**config.mk**
```make
export PLATFORM = sky130hd
export DESIGN_NAME = mux_scan_sequencer_flat
export DESIGN_NICKNAME = d
export VERILOG_FILES = /design/src/rtl/mux_scan_sequencer_if.sv /design/src/rtl/mux_scan_sequencer.sv /design/src/flat_wrapper.sv
export SDC_FILE = /design/constraint.sdc
export NUM_CORES = 1
export LEC_CHECK = 0
export ABC_AREA = 0
export CORE_AREA = 5 5 46 48
export DETAILED_ROUTE_END_ITERATION = 8
export DIE_AREA = 0 0 51 53
export GPL_TIMING_DRIVEN = 0
export PLACE_DENSITY_LB_ADDON = 0.2
export SYNTH_ARGS = -nofsm -noshare
export SYNTH_HDL_FRONTEND = slang
export SYNTH_SLANG_ARGS = --single-unit
```
**constraint.sdc**
```tcl
create_clock -name clk -period 1.69 [get_ports clk]
set_input_delay 0.338 -clock clk [delete_from_list [all_inputs] [get_ports clk]]
set_output_delay 0.338 -clock clk [all_outputs]
set_load 0.01 [all_outputs]
```
**src/rtl/mux_scan_sequencer_if.sv**
```systemverilog
// Bus between the mux scan sequencer, its requester and the downstream N:1 mux.
// The sequencer sits on the slave modport. The requester/mux side sits on the master modport.
interface mux_scan_sequencer_if #(
    parameter int N_CH  = 4,
    parameter int SEL_W = 2
);
    logic             start;
    logic             Y_in;
    logic [SEL_W-1:0] Sel;
    logic [N_CH-1:0]  data;
    logic             valid;
    logic             busy;

    // Sequencer view: takes scan requests and mux output, drives select and results
    modport slave (
        input  start,
        input  Y_in,
        output Sel,
        output data,
        output valid,
        output busy
    );

    // Requester / mux view: issues scan requests and returns the muxed bit
    modport master (
        output start,
        output Y_in,
        input  Sel,
        input  data,
        input  valid,
        input  busy
    );
endinterface

```
**src/rtl/mux_scan_sequencer.sv**
```systemverilog
// Scans an N_CH:1 bit mux one channel at a time. Sel is held for SETTLE cycles,
// then Y_in is sampled into a shadow register. Once the last channel has been
// sampled, the whole word is published on data together with a one-cycle valid pulse.
// Optional build macro CONTINUOUS_SCAN_EN adds a 'cont' input. When cont is high,
// scans restart without passing through IDLE.
module mux_scan_sequencer #(
    parameter int N_CH   = 4,
    parameter int SEL_W  = 2,
    parameter int SETTLE = 2
) (
    input  logic                 clk,
    input  logic                 rst,
`ifdef CONTINUOUS_SCAN_EN
    input  logic                 cont,
`endif
    mux_scan_sequencer_if.slave  bus
);

    localparam int               CNT_W    = $clog2(SETTLE) + 1;
    localparam logic [CNT_W-1:0] CNT_LOAD = CNT_W'(SETTLE - 1);
    localparam logic [SEL_W-1:0] LAST_SEL = SEL_W'(N_CH - 1);

    typedef enum logic [1:0] {
        IDLE   = 2'd0,
        SETTLE_ST = 2'd1,
        SAMPLE = 2'd2
    } state_t;

    state_t             state_q, state_d;
    logic [SEL_W-1:0]   sel_q, sel_d;
    logic [CNT_W-1:0]   cnt_q, cnt_d;
    logic [N_CH-1:0]    shadow_q, shadow_d;
    logic [N_CH-1:0]    data_q, data_d;
    logic               valid_q, valid_d;
    logic               busy_q, busy_d;
    logic               restart;

    // Decide whether a finished scan rolls straight into the next one
`ifdef CONTINUOUS_SCAN_EN
    assign restart = cont;
`else
    assign restart = 1'b0;
`endif

    // Next-state logic for the scan FSM, select, settle counter and result registers
    always_comb begin
        state_d  = state_q;
        sel_d    = sel_q;
        cnt_d    = cnt_q;
        shadow_d = shadow_q;
        data_d   = data_q;
        valid_d  = 1'b0;

        case (state_q)
            IDLE: begin
                if (bus.start) begin
                    state_d = SETTLE_ST;
                    sel_d   = '0;
                    cnt_d   = CNT_LOAD;
                end
            end

            SETTLE_ST: begin
                if (cnt_q == '0) begin
                    state_d = SAMPLE;
                end else begin
                    cnt_d = cnt_q - 1'b1;
                end
            end

            SAMPLE: begin
                for (int k = 0; k < N_CH; k++) begin
                    if (sel_q == SEL_W'(k)) begin
                        shadow_d[k] = bus.Y_in;
                    end
                end
                if (sel_q == LAST_SEL) begin
                    data_d  = shadow_d;
                    valid_d = 1'b1;
                    sel_d   = '0;
                    if (restart) begin
                        state_d = SETTLE_ST;
                        cnt_d   = CNT_LOAD;
                    end else begin
                        state_d = IDLE;
                    end
                end else begin
                    sel_d   = sel_q + 1'b1;
                    cnt_d   = CNT_LOAD;
                    state_d = SETTLE_ST;
                end
            end

            default: begin
                state_d = IDLE;
                sel_d   = '0;
                cnt_d   = '0;
            end
        endcase

        busy_d = (state_d != IDLE);
    end

    // All state and registered outputs. Reset returns to IDLE and discards any partial scan.
    always_ff @(posedge clk or posedge rst) begin
        if (rst) begin
            state_q  <= IDLE;
            sel_q    <= '0;
            cnt_q    <= '0;
            shadow_q <= '0;
            data_q   <= '0;
            valid_q  <= 1'b0;
            busy_q   <= 1'b0;
        end else begin
            state_q  <= state_d;
            sel_q    <= sel_d;
            cnt_q    <= cnt_d;
            shadow_q <= shadow_d;
            data_q   <= data_d;
            valid_q  <= valid_d;
            busy_q   <= busy_d;
        end
    end

    assign bus.Sel   = sel_q;
    assign bus.data  = data_q;
    assign bus.valid = valid_q;
    assign bus.busy  = busy_q;

endmodule
```
**src/flat_wrapper.sv**
```systemverilog
// flat-port wrapper written by rule: the top's interface ports become plain ports
module mux_scan_sequencer_flat 
#(
    parameter int N_CH   = 4,
    parameter int SEL_W  = 2,
    parameter int SETTLE = 2
)
  (clk, rst, bus_start, bus_Y_in, bus_Sel, bus_data, bus_valid, bus_busy);
  mux_scan_sequencer_if #(.N_CH(N_CH), .SEL_W(SEL_W)) bus_i ();
  input  logic clk;
  input  logic rst;
  input wire logic [$bits(bus_i.start)-1:0] bus_start;
  input wire logic [$bits(bus_i.Y_in)-1:0] bus_Y_in;
  output wire logic [$bits(bus_i.Sel)-1:0] bus_Sel;
  output wire logic [$bits(bus_i.data)-1:0] bus_data;
  output wire logic [$bits(bus_i.valid)-1:0] bus_valid;
  output wire logic [$bits(bus_i.busy)-1:0] bus_busy;
  assign bus_i.start = bus_start;
  assign bus_i.Y_in = bus_Y_in;
  assign bus_Sel = bus_i.Sel;
  assign bus_data = bus_i.data;
  assign bus_valid = bus_i.valid;
  assign bus_busy = bus_i.busy;
  mux_scan_sequencer #(.N_CH(N_CH), .SEL_W(SEL_W), .SETTLE(SETTLE)) u_core (.clk(clk), .rst(rst), .bus(bus_i));
endmodule
```
# --- After elaboration in Yosys (flattened, before gate mapping) ---
# Index checks and enable logic that the tools add are counted.
word_totals:
  ff_bits: 16
  in_bits: 4
  out_inout_bits: 8
  elab_cells: 42
classes:
  add_sub_neg: 2
  n_eq_ne: 8
  mux: 17
  bitwise: 1
  n_reduce_logical: 7
op_table:
  columns: ["operator", "count"]
  rows:
  - ["case mux 2 bit (3 select lines)", 3]
  - ["two-way mux 2 bit", 7]
  - ["two-way mux 1 bit", 7]
  - ["equality test 2 bit (second input constant)", 3]
  - ["logical NOT 2 bit", 3]
  - ["inequality test 2 bit (second input constant)", 3]
  - ["equality test 2 x 1 -> 1 bit (second input constant)", 2]
  - ["AND reduction 2 bit", 2]
  - ["AND reduction 3 bit", 1]
  - ["adder 2 x 1 -> 2 bit (second input constant)", 1]
  - ["nonzero test 2 bit", 1]
  - ["subtractor 2 x 1 -> 2 bit (second input constant)", 1]
  - ["inverter 1 bit", 1]

# --- Longest topological paths before layout ---
# Gate-level depths: netlist of run 1.
depth:
  word_depth: 4
  ltp_mapped: 5
  depth_no_buf: 5

# --- Worst setup path before layout of run 1 ---
# Ideal clock, no wire load.
synth_timing:
  kind: "register -> register"
  startpoint: "register u_core.sel_q[0] (netlist: u_core.bus.Sel[0])"
  endpoint: "register u_core.data_q[3] (netlist: u_core.bus.data[3])"
  setup_time_ps: 125
  t_arrival_ps: 1183
  required_time_ps: 1565
  setup_slack_ps: 382
  stages_incl_launch_ff: 4
  path_buffers: 0
  period_less_slack_ps: 1308
  path_cell_list: "dfrtp_1 ha_1 nand3b_2 mux2_2"
synth_between:
  elab_chain_cells: 2
  word_cells_on_any_way: 3
  cone_classes: "eq/ne: 1; mux: 1; reduce/logical: 1"
synth_rtl:
  columns: ["element", "line", "source"]
  rows:
  - ["start, declared", "mux_scan_sequencer.sv:30", "logic [SEL_W-1:0] sel_q, sel_d;"]
  - ["start signal, assigned", "mux_scan_sequencer.sv:116", "sel_q <= sel_d;"]
  - ["equality test 2 bit (*)", "mux_scan_sequencer.sv:73, mux_scan_sequencer.sv:77", null]
  - ["two-way mux 1 bit or AND reduction 2 bit (tied branches)", null, null]
  - ["end signal, assigned", "mux_scan_sequencer.sv:119", "data_q <= data_d;"]
  - ["end, declared", "mux_scan_sequencer.sv:33", "logic [N_CH-1:0] data_q, data_d;"]
# Every way passes the cells marked *; elsewhere a longest branch is shown, timed or not.
# A chain may end at the register's enable or synchronous reset.

# --- Worst setup path after layout of run 1 ---
layout_timing:
  startpoint: "register u_core.sel_q[1] (netlist: u_core.bus.Sel[1])"
  endpoint: "output port bus_Sel[1]"
layout_lines:
  columns: ["element", "line", "source"]
  rows:
  - ["end, declared", "flat_wrapper.sv:14", "output wire logic [$bits(bus_i.Sel)-1:0] bus_Sel;"]
# No word-level cell between the ends.

==> results of run 1 <==
-- routing by layer --
metal / global-route usage (%) / share of wire [%] / vias to the layer above / routed length (µm)
li1: - / - / 248 / -
met5: 0 / 0 / - / 0
met4: 2.69 / 1.1 / 0 / 12
met2: 13.9 / 41 / 9 / 464
met3: 5.07 / 5.1 / 2 / 58
met1: 13.4 / 53 / 210 / 595
-- power by group --
part	switching, W	total [W]	internal [W]	leakage (nW)
combinational	0.000254	0.000546	0.000292	0.220
clock	0.000106	0.000194	0.0000878	0.0177
sequential	0.0000776	0.000556	0.000478	0.182
-- logic make-up after synthesis --
| group | after synthesis | share of synthesized area, % |
|---|---|---|
| flip-flops | 15 | 52.7 |
| AO/OA/AOI/OAI | 14 | 12.8 |
| AND/OR/NAND/NOR | 14 | 9.84 |
| buffers and inverters | 9 | 5.27 |
| multiplexers | 7 | 10.5 |
| adder cells (fa/ha/maj) | 5 | 8.79 |
-- flip-flops by register name, summed over array words and instances (netlist names) --
register	count
u_core.bus.busy	1
u_core.bus.data	4
u_core.bus.Sel	2
u_core.cnt_q	2
u_core.state_q	2
u_core.shadow_q	3
u_core.bus.valid	1
-- Yosys cell counts --
master     number
nor2_1          4
nand2_1         7
mux2i_1         3
a22o_2          1
mux2_2          4
a211o_2         1
ha_1            5
a2bb2oi_1       1
o32ai_1         1
a21oi_1         5
o21ai_0         4
nand3b_2        1
inv_1           8
buf_4           1
a22o_1          1
or2b_2          1
dfrtp_1        15
and2b_2         1
-- through the flow --
step	hold slack [ps]	power, W	util [%]
final	403	0.00130	52.2
after global routing	464	0.00141	52.2
after CTS	417	0.00131	52.1
after detailed placement	470	0.00111	50.5
after global placement	461	0.00109	50.5
after floorplan	239	0.000939	-
-- area by class of cell --
| type | instances | area (µm²) |
|---|---|---|
| inverter | 8 | 30.0 |
| clock buffer | 3 | 22.5 |
| clock inverter | 1 | 5.00 |
| timing repair buffer | 11 | 110 |
| multi-input combinational | 40 | 299 |
| sequential | 15 | 377 |
| buffer | 1 | 7.51 |
| tap | 17 | 21.3 |
| fill | 158 | 798 |
-- final timing paths --
path | start | endpoint | slack, ps | cells after the start
max in group asynchronous | rst | u_core.bus.Sel[0] | 870 | 2
min in group clk | u_core.bus.data[0] | u_core.bus.data[0] | 480 | 2
worst max-delay path | u_core.bus.Sel[1] | bus_Sel[1] | 100 | 1
worst max register to register | u_core.bus.Sel[0] | u_core.bus.data[3] | 350 | 3
worst min register to register | u_core.bus.data[0] | u_core.bus.data[0] | 480 | 2
worst min-delay path | rst | u_core.bus.busy | 400 | 2
==> metrics.txt, run 1 <==
via count=469; Worst EP required=1350 ps; power per cell area=1490 nW/µm²; Clock Skews=8.32 ps; headroom to the max-slew limit=61.8%; Final ANT Viol Nets=0; slowest stage cell, crit path=clkdlybuf4s50_1; Initial Util=42.6%; Final TNS setup=0 ps; RSZ-0062 raised after global routing=no; Worst Slack Setup Final=96.4 ps; status=completed; PortBufs=11; antenna violations before repair=0; Placed Area=843 µm²; Synth area leaders=dfrtp_1 (53%), ha_1 (8.8%), mux2_2 (6.3%); most frequent cells in the layout=dfrtp_1 (14), clkdlybuf4s50_1 (11), inv_1 (8); Worst-Skew Late Latency=280 ps; IO Pins=12; largest net degree at the start of global routing=16; Final Cell Area=872 µm²; unique cell type count in the Yosys netlist=18; Place WS=220 ps; GP Congestion=0.691; routed wire length=1130 µm; post_cts resized=0; Root Buffer=clkbuf_4; Buf/Inv on CP=1; Syn. warnings=0; GRT Util Overall=10.0%; critical path class=register to output port; Pins Over Slew Limit=0; # rows=15; antenna cells=0; TritonCTS buffer count=3; Synth Net Count=73; Crit path largest cell delay=570 ps; synth-to-layout area growth=22.5%; first-pass GRT wire length=1900 µm; Final setup viols=0; Mapped Avg Cell Area=11.1 µm²; drt wl/cell=11.8 µm; Setup Buffers After CTS=0; worst vdd ir=0.000776 V; hold_buf cts=0; Tightest Pin Transition=572 ps; Seq cells post-synth=15; crit-path cells=clkdlybuf4s50_1; crit path launch type=register; gr ovfl total=0; number of global-route vias before repair=438; CTS tree=yes; FMAX=628 MHz; DP HPWL=855 µm; cell count after synthesis=64; Worst Path Arrival=1260 ps; Worst Hold Class=input port to asynchronous set/reset pin; nets@finish=89; Hold Vio Cnt, Final=0; Final min period=1590 ps; Crit path max-delay family=buffers and inverters; Core Area=1670 µm²; clock tree buffer depth=2; # DRC=0; vias per cell=4.89; Max-Cap Viols=0; drt pass-1 iters=4; post-route insts no fill=96; cell area after synthesis=712 µm²; layout cell share with drive strength beyond 1=19.0%; placed insts=92; Yosys top cell area share=52.7%; Max FO, Critical Path=5; CTS HTree Levels=1; Leak=0.420 nW; sequential area share after synthesis=52.7%; Clock transition at path regs=90 ps; area leader, netlist=dfrtp_1; most common cell after layout, fill and taps aside=dfrtp_1; Die Area=2700 µm²; Die Height=53 µm; 1st-iter DRT viols=9; clk sinks=15; CP endpoint kind=output port; Chip Width=51 µm; Final Cycle Share=94.3%
Power figures use the tool's default switching activity.
==> run 2, diff against run 1 <==
Settings changed: CORE_AREA 5 5 46 48 to 2 2 43 45, DIE_AREA 0 0 51 53 to 0 0 45 47, GPL_ROUTABILITY_DRIVEN set to 0.
==> run 2 against run 1 <==
  * Global-route usage grew 3.4 points
  * Largest cell class unchanged
  * Combinational power shrank 2%
  * Highest routed layer unchanged
  * Final cell count is the same
  * Critical path type unchanged
  * Utilization grew 0.44 points
  * Critical path depth is the same
  * Register-to-register slack lost 30 ps
==> metrics.txt, run 2 (same netlist as run 1, synthesis figures left out) <==
crit-path cells=clkdlybuf4s50_1; layout cell share with drive strength beyond 1=16.5%; Final TNS setup=0 ps; hold_buf cts=0; number of global-route vias before repair=429; Pins Over Slew Limit=0; RSZ-0062 raised after global routing=no; Final Cycle Share=95.9%; headroom to the max-slew limit=62.9%; # rows=15; synth-to-layout area growth=22.1%; worst reg2reg path startpoint=u_core.bus.Sel[0]; power per cell area=1480 nW/µm²; Final Cell Area=870 µm²; GRT Util Overall=13.4%; critical path class=register to output port; 1st-iter DRT viols=1; IO Pins=12; fillers=159; CTS tree=yes; worst hold slack=406 ps; post_cts resized=0; drt pass-1 iters=2; Worst-Skew Late Latency=280 ps; Placed Area=843 µm²; Tightest Pin Transition=556 ps; CP endpoint kind=output port; Setup Buffers After CTS=0; # DRC=0; Hold Vio Cnt, Final=0; worst reg2reg setup slack=320 ps; slowest stage cell, crit path=clkdlybuf4s50_1; Leak=0.419 nW; Core Area=1650 µm²; vias per cell=5.02; Die Area=2120 µm²; gr ovfl total=0; Buf/Inv on CP=1; post-route insts no fill=96; Initial Util=43.1%; Root Buffer=clkbuf_4; Worst Hold Class=input port to asynchronous set/reset pin; Worst Path Arrival=1280 ps; antenna cells=0; Final setup viols=0; Worst EP required=1350 ps; DP HPWL=826 µm; Chip Width=45 µm; Crit. Startpoint=u_core.bus.Sel[0]; Max-Cap Viols=0; crit path launch type=register; clk sinks=15; Worst Slack Setup Final=70.1 ps; routed wire length=1120 µm; Final ANT Viol Nets=0; Clock transition at path regs=80 ps; largest net degree at the start of global routing=16; worst vdd ir=0.000756 V; most frequent cells in the layout=dfrtp_1 (15), clkdlybuf4s50_1 (11), inv_1 (8); via count=482; antenna violations before repair=0; clock tree buffer depth=2; Clock Skews=1.93 ps; most common cell after layout, fill and taps aside=dfrtp_1; FMAX=617 MHz; status=completed; drt wl/cell=11.7 µm; PortBufs=11; Max FO, Critical Path=6; Crit path max-delay family=buffers and inverters; CTS HTree Levels=1; first-pass GRT wire length=1910 µm; TritonCTS buffer count=3; placed insts=92; nets@finish=89; Crit path largest cell delay=570 ps; Die Height=47 µm; Final min period=1620 ps; Largest register FFs=4; Place WS=265 ps
run 2: layout make-up:
class / instances / area (µm²) / share of cell area, %
Sequential cell: 15 / 375 / 43.2
Multi-Input combinational cell: 40 / 299 / 34.4
Timing Repair Buffer: 11 / 110 / 12.7
Inverter: 8 / 30.0 / 3.45
Clock buffer: 4 / 26.3 / 3.02
Tap cell: 17 / 21.3 / 2.45
Buffer: 1 / 7.51 / 0.863
run 2: where the power goes:
group	internal (W)	leakage (nW)	switching, W
combinational	0.000292	0.220	0.000244
sequential	0.000477	0.183	0.0000767
clock	0.0000915	0.0150	0.000108
run 2: path summary, 6_finish.rpt:
check | cells past startpoint | end
setup reg to reg | 3 | u_core.bus.data[3]
min in group clk | 2 | u_core.bus.data[1]
hold / removal | 2 | u_core.bus.valid
setup / recovery | 1 | bus_Sel[0]
hold reg to reg | 2 | u_core.bus.data[1]
max in group asynchronous | 2 | u_core.shadow_q[2]
run 2: per-stage QoR:
stage          total power [W]  util, %
2_1_floorplan         0.000939        -
3_3_place_gp           0.00109     51.1
3_5_place_dp           0.00111     51.1
4_1_cts                0.00132     52.7
5_1_grt                0.00141     52.7
6_report               0.00129     52.7
run 2: per-layer routing:
metal,share of wire (%),up-vias,GRT usage (%)
met4,1.9,0,10.6
met3,4.8,2,3.46
met5,0,-,0
li1,-,245,-
met1,51,226,17.1
met2,42,9,19.4
==> RTL edit 1 (flow settings as in run 2) <==
The 3 states of `state_t` get a one-hot encoding in 3 bits.
--- a/src/rtl/mux_scan_sequencer.sv
+++ b/src/rtl/mux_scan_sequencer.sv
@@ -21,8 +21,8 @@
     localparam logic [SEL_W-1:0] LAST_SEL = SEL_W'(N_CH - 1);
 
-    typedef enum logic [1:0] {
-        IDLE   = 2'd0,
-        SETTLE_ST = 2'd1,
-        SAMPLE = 2'd2
+    typedef enum logic [2:0] {
+        IDLE   = 3'b001,
+        SETTLE_ST = 3'b010,
+        SAMPLE = 3'b100
     } state_t;
 
Function: no difference found for any inputs over 10 cycles, from zero or initial values and one cycle with rst high; not proved beyond that.
==> RTL edit 1 against run 2 <==
Routed wire length up 28%; non-clock buffer count grew 3; area after synthesis grew 15%; sequential cell count grew 1; global-route usage grew 2.4 points; combinational power down 11%; setup slack improved by 3.2 ps; total power is 4.2% lower; first-iteration DRC count increased to 5.0 times the old value; final area increased by 14%; synthesized cell count grew 16%; sequential power fell by 9.4%; critical path type unchanged.
==> RTL edit 1: results (changes against run 2) <==
* Syn nets at 83 (was 73)
* Fillers at 138 (was 159)
* Dpl cell area at 953 um2 (was 843 um2)
* Clock power share at 20.7% (was 15.5%)
* Layout Nets at 99 (was 89)
* Dpl hpwl at 1050 um (was 826 um)
* Leakage power at 0.420 nW (was 0.419 nW)
* Clock network area share at 3.67% (was 3.02%)
* Register-to-Register Setup Slack at 260 ps (was 320 ps)
* WL met3 at 48 um (was 54 um)
* Number of multi-input logic gates at 47 (was 40)
* Largest net degree at the start of global routing at 17 (was 16)
* Fraction of layout cells with a size suffix above 1 at 18.0% (was 16.5%)
* Sequential cell area share at 40.6% (was 43.2%)
* Crit Path Max Fanout at 5 (was 6)
* Mux contribution to synthesized area at 7.76% (was 10.5%)
* P&R area growth vs syn at 20.4% (was 22.1%)
* Outcome: complete, no violations (unchanged)
* Mapped Cells at 74 (was 64)
* Synth top area cells: dfrtp_1 46%, ha_1 7.6%, mux2_2 4.1% (was dfrtp_1 53%, ha_1 8.8%, mux2_2 6.3%)
* Vias at 574 (was 482)
* Worst R2R Path Depth at 4 (was 3)
* DRT Pass-1 Iters at 4 (was 2)
* Buffer share of cell area at 13.8% (was 13.5%)
* Area taken by multi-input logic gates at 368 um2 (was 299 um2)
* Post-synthesis sequential area ratio at 48.9% (was 52.7%)
* M1 GR Usage at 21.3% (was 17.1%)
* Max VDD drop at 0.000945 V (was 0.000756 V)
* Final Instance Count excl. Fillers at 106 (was 96)
* Min Tclk post-route at 1620 ps (about the same)
* Sw Share at 32.5% (was 33.2%)
* Met2 WL at 628 um (was 472 um)
* Synth Area in Compound Gates at 12.8% (about the same)
* DP Worst Slack at 92.4 ps (was 265 ps)
* Clock Skews at 3.02 ps (was 1.93 ps)
* DP Cell Count at 102 (was 92)
[RTL edit 1: changes by cell type in the layout (fill, tap and decap cells not counted), moves of 2 or more]
cell	before	now
nand2_1	7	4
nor4bb_1	0	2
buf_2	0	3
nand2b_1	0	2
o22ai_1	0	2
nor2_1	4	6
[RTL edit 1: final timing paths]
| path | from | end |
|---|---|---|
| min reg2reg | u_core.shadow_q[1]$_DFFE_PP0P_ | u_core.shadow_q[1]$_DFFE_PP0P_ |
| max reg2reg | u_core.bus.Sel[0]$_DFFE_PP0P_ | u_core.cnt_q[1]$_DFFE_PP0P_ |
| max | u_core.bus.Sel[1]$_DFFE_PP0P_ | bus_Sel[1] |
| min in group clk | u_core.shadow_q[1]$_DFFE_PP0P_ | u_core.shadow_q[1]$_DFFE_PP0P_ |
| max in group asynchronous | rst | u_core.bus.busy$_DFF_PP0_ |
| min | rst | u_core.bus.valid$_DFF_PP0_ |
==> RTL edit 2 (settings of run 2) <==
Without the edit above. `N_CH` is set to 4 in 3 places; all go to 5.
--- a/src/rtl/mux_scan_sequencer_if.sv
+++ b/src/rtl/mux_scan_sequencer_if.sv
@@ -2,5 +2,5 @@
 // The sequencer sits on the slave modport. The requester/mux side sits on the master modport.
 interface mux_scan_sequencer_if #(
-    parameter int N_CH  = 4,
+    parameter int N_CH  = 5,
     parameter int SEL_W = 2
 );
--- a/src/rtl/mux_scan_sequencer.sv
+++ b/src/rtl/mux_scan_sequencer.sv
@@ -5,5 +5,5 @@
 // scans restart without passing through IDLE.
 module mux_scan_sequencer #(
-    parameter int N_CH   = 4,
+    parameter int N_CH   = 5,
     parameter int SEL_W  = 2,
     parameter int SETTLE = 2
--- a/src/flat_wrapper.sv
+++ b/src/flat_wrapper.sv
@@ -2,5 +2,5 @@
 module mux_scan_sequencer_flat 
 #(
-    parameter int N_CH   = 4,
+    parameter int N_CH   = 5,
     parameter int SEL_W  = 2,
     parameter int SETTLE = 2
Interface: changed (resized bus_data); port bits go from 12 to 13. No check against the original RTL was run, so the function may have changed too.
==> RTL edit 2 against run 2 <==
Area after synthesis grew 7.4%; sequential cell count grew 1; first-iteration DRC count grew to 8.0 times the old value; routed wire length grew 9.5%; setup slack lost 11 ps; die area is the same; total power grew 11%; final area grew 8.3%; critical path type unchanged; critical endpoint unchanged; largest cell class unchanged.
==> RTL edit 2: results (changes against run 2) <==
* Capturing point of the worst reg2reg path: u_core.cnt_q[1]$_DFFE_PP0P_ (was u_core.bus.data[3]$_DFFE_PP0N_)
* Synth Area in Compound Gates at 10.1% (was 12.8%)
* Vias at 519 (was 482)
* Port buffer count at 12 (was 11)
* Dpl cell area at 906 um2 (was 843 um2)
* Syn_area_per_cell at 10.6 um2 (was 11.1 um2)
* Clock Skews at 0.992 ps (was 1.93 ps)
* Top cells by instance count after synthesis: 16 x dfrtp_1, 14 x nand2_1, 8 x inv_1 (was 15 x dfrtp_1, 8 x inv_1, 7 x nand2_1)
* DP Cell Count at 101 (was 92)
* GRT Util Overall at 15.1% (was 13.4%)
* Post-synth EDFFs at 0 (unchanged)
* Post-CTS Resized at 0 (unchanged)
* Worst skew pair latency at 290 ps
* Mux contribution to synthesized area at 8.35% (was 10.5%)
* Dpl hpwl at 900 um (was 826 um)
* First-pass GRT wire length at 2200 um (was 1910 um)
* Outcome: complete, no violations (unchanged)
* Root Buffer: clkbuf_4 (unchanged)
* Leakage power at 0.435 nW (was 0.419 nW)
* Met2 usage in global routing at 23.1% (was 19.4%)
* Initial DRC count at 8 (was 1)
* Syn nets at 81 (was 73)
* Worst R2R Path Depth at 4 (was 3)
* Synth Area in Adders at 8.18% (was 8.79%)
* Post-synthesis sequential area ratio at 52.4% (was 52.7%)
* # diodes at 0 (unchanged)
* DRT Pass-1 Iters at 4 (was 2)
* DR DRC count at 0 (unchanged)
* Routed len/inst at 11.7 um (about the same)
* Fraction of layout cells with a size suffix above 1 at 12.5% (was 16.5%)
* Routed WL at 1230 um (was 1120 um)
* Largest register FFs at 5 (was 4)
* Post-synthesis cell type count at 22 (was 18)
* Crit Path Max Fanout at 5 (was 6)
* M1 GR Usage at 18.3% (was 17.1%)
* Max VDD drop at 0.000907 V (was 0.000756 V)
* Largest net degree at the start of global routing at 17 (was 16)
* Number of global-route vias before repair at 529 (was 429)
* Max-slew headroom at 60.4% (was 62.9%)
* Layout Nets at 98 (was 89)
* Synth top area cells: dfrtp_1 52%, ha_1 8.2%, nand2_1 6.9% (was dfrtp_1 53%, ha_1 8.8%, mux2_2 6.3%)
-- RTL edit 2: cell types whose count changed after synthesis, sizes merged, moves of 2 or more --
cell,run 2,this run
a22o,2,0
nor2,4,2
nand2,7,14
nand2b,0,2
a21oi,5,2
-- RTL edit 2: layout make-up --
class | count | area (um2)
clock buffers | 4 | 36.3
multi-input cells | 46 | 318
fillers | 155 | 709
well taps | 17 | 21.3
plain buffers | 2 | 16.3
inverters | 8 | 30.0
flip-flops and latches | 16 | 400
repair buffers | 12 | 120
-- RTL edit 2: how the worst min path moves through the flow --
stage	start	end	slack (ps)	cells past startpoint
finish	rst	u_core.bus.valid$_DFF_PP0_	400	2
global route	rst	u_core.bus.data[4]$_DFFE_PP0N_	470	2
CTS	rst	u_core.bus.Sel[1]$_DFFE_PP0P_	420	2
detailed placement	u_core.bus.data[2]$_DFFE_PP0N_	u_core.bus.data[2]$_DFFE_PP0N_	470	2
global placement	u_core.bus.data[0]$_DFFE_PP0N_	u_core.bus.data[0]$_DFFE_PP0N_	460	2
floorplan	rst	u_core.bus.Sel[0]$_DFFE_PP0P_	250	1
-- RTL edit 2: kinds of logic (layout without fill, tap and decap cells) --
kind of cell,count (synthesis),after routing
compound gates,12,12
flops,16,16
fa+ha+maj,5,5
mux,6,6
simple gates,23,23
buf+inv,10,26
-- RTL edit 2: report_power, final --
group,internal (mW),switching (mW),leakage (nW),total [mW]
Sequential,0.519,0.0772,0.198,0.596
Clock,0.131,0.122,0.0210,0.253
Combinational,0.322,0.266,0.217,0.588
Total,0.973,0.465,0.435,1.44
-- RTL edit 2: metal layers --
metal / vias up / routed length (um)
li1: 270 / -
met1: 231 / 597
met2: 14 / 533
met3: 4 / 61
met4: 0 / 36
met5: - / 0
-- RTL edit 2: per-stage QoR --
step                      worst slack, ps  power, mW  hold slack, ps  util, %
after floorplan                       401      0.961             252        -
after global placement                309       1.18             456     54.8
after detailed placement              266       1.20             470     54.8
after CTS                            54.7       1.46             421     57.0
after global routing                 23.2       1.56             467     57.0
final                                59.5       1.44             403     57.0
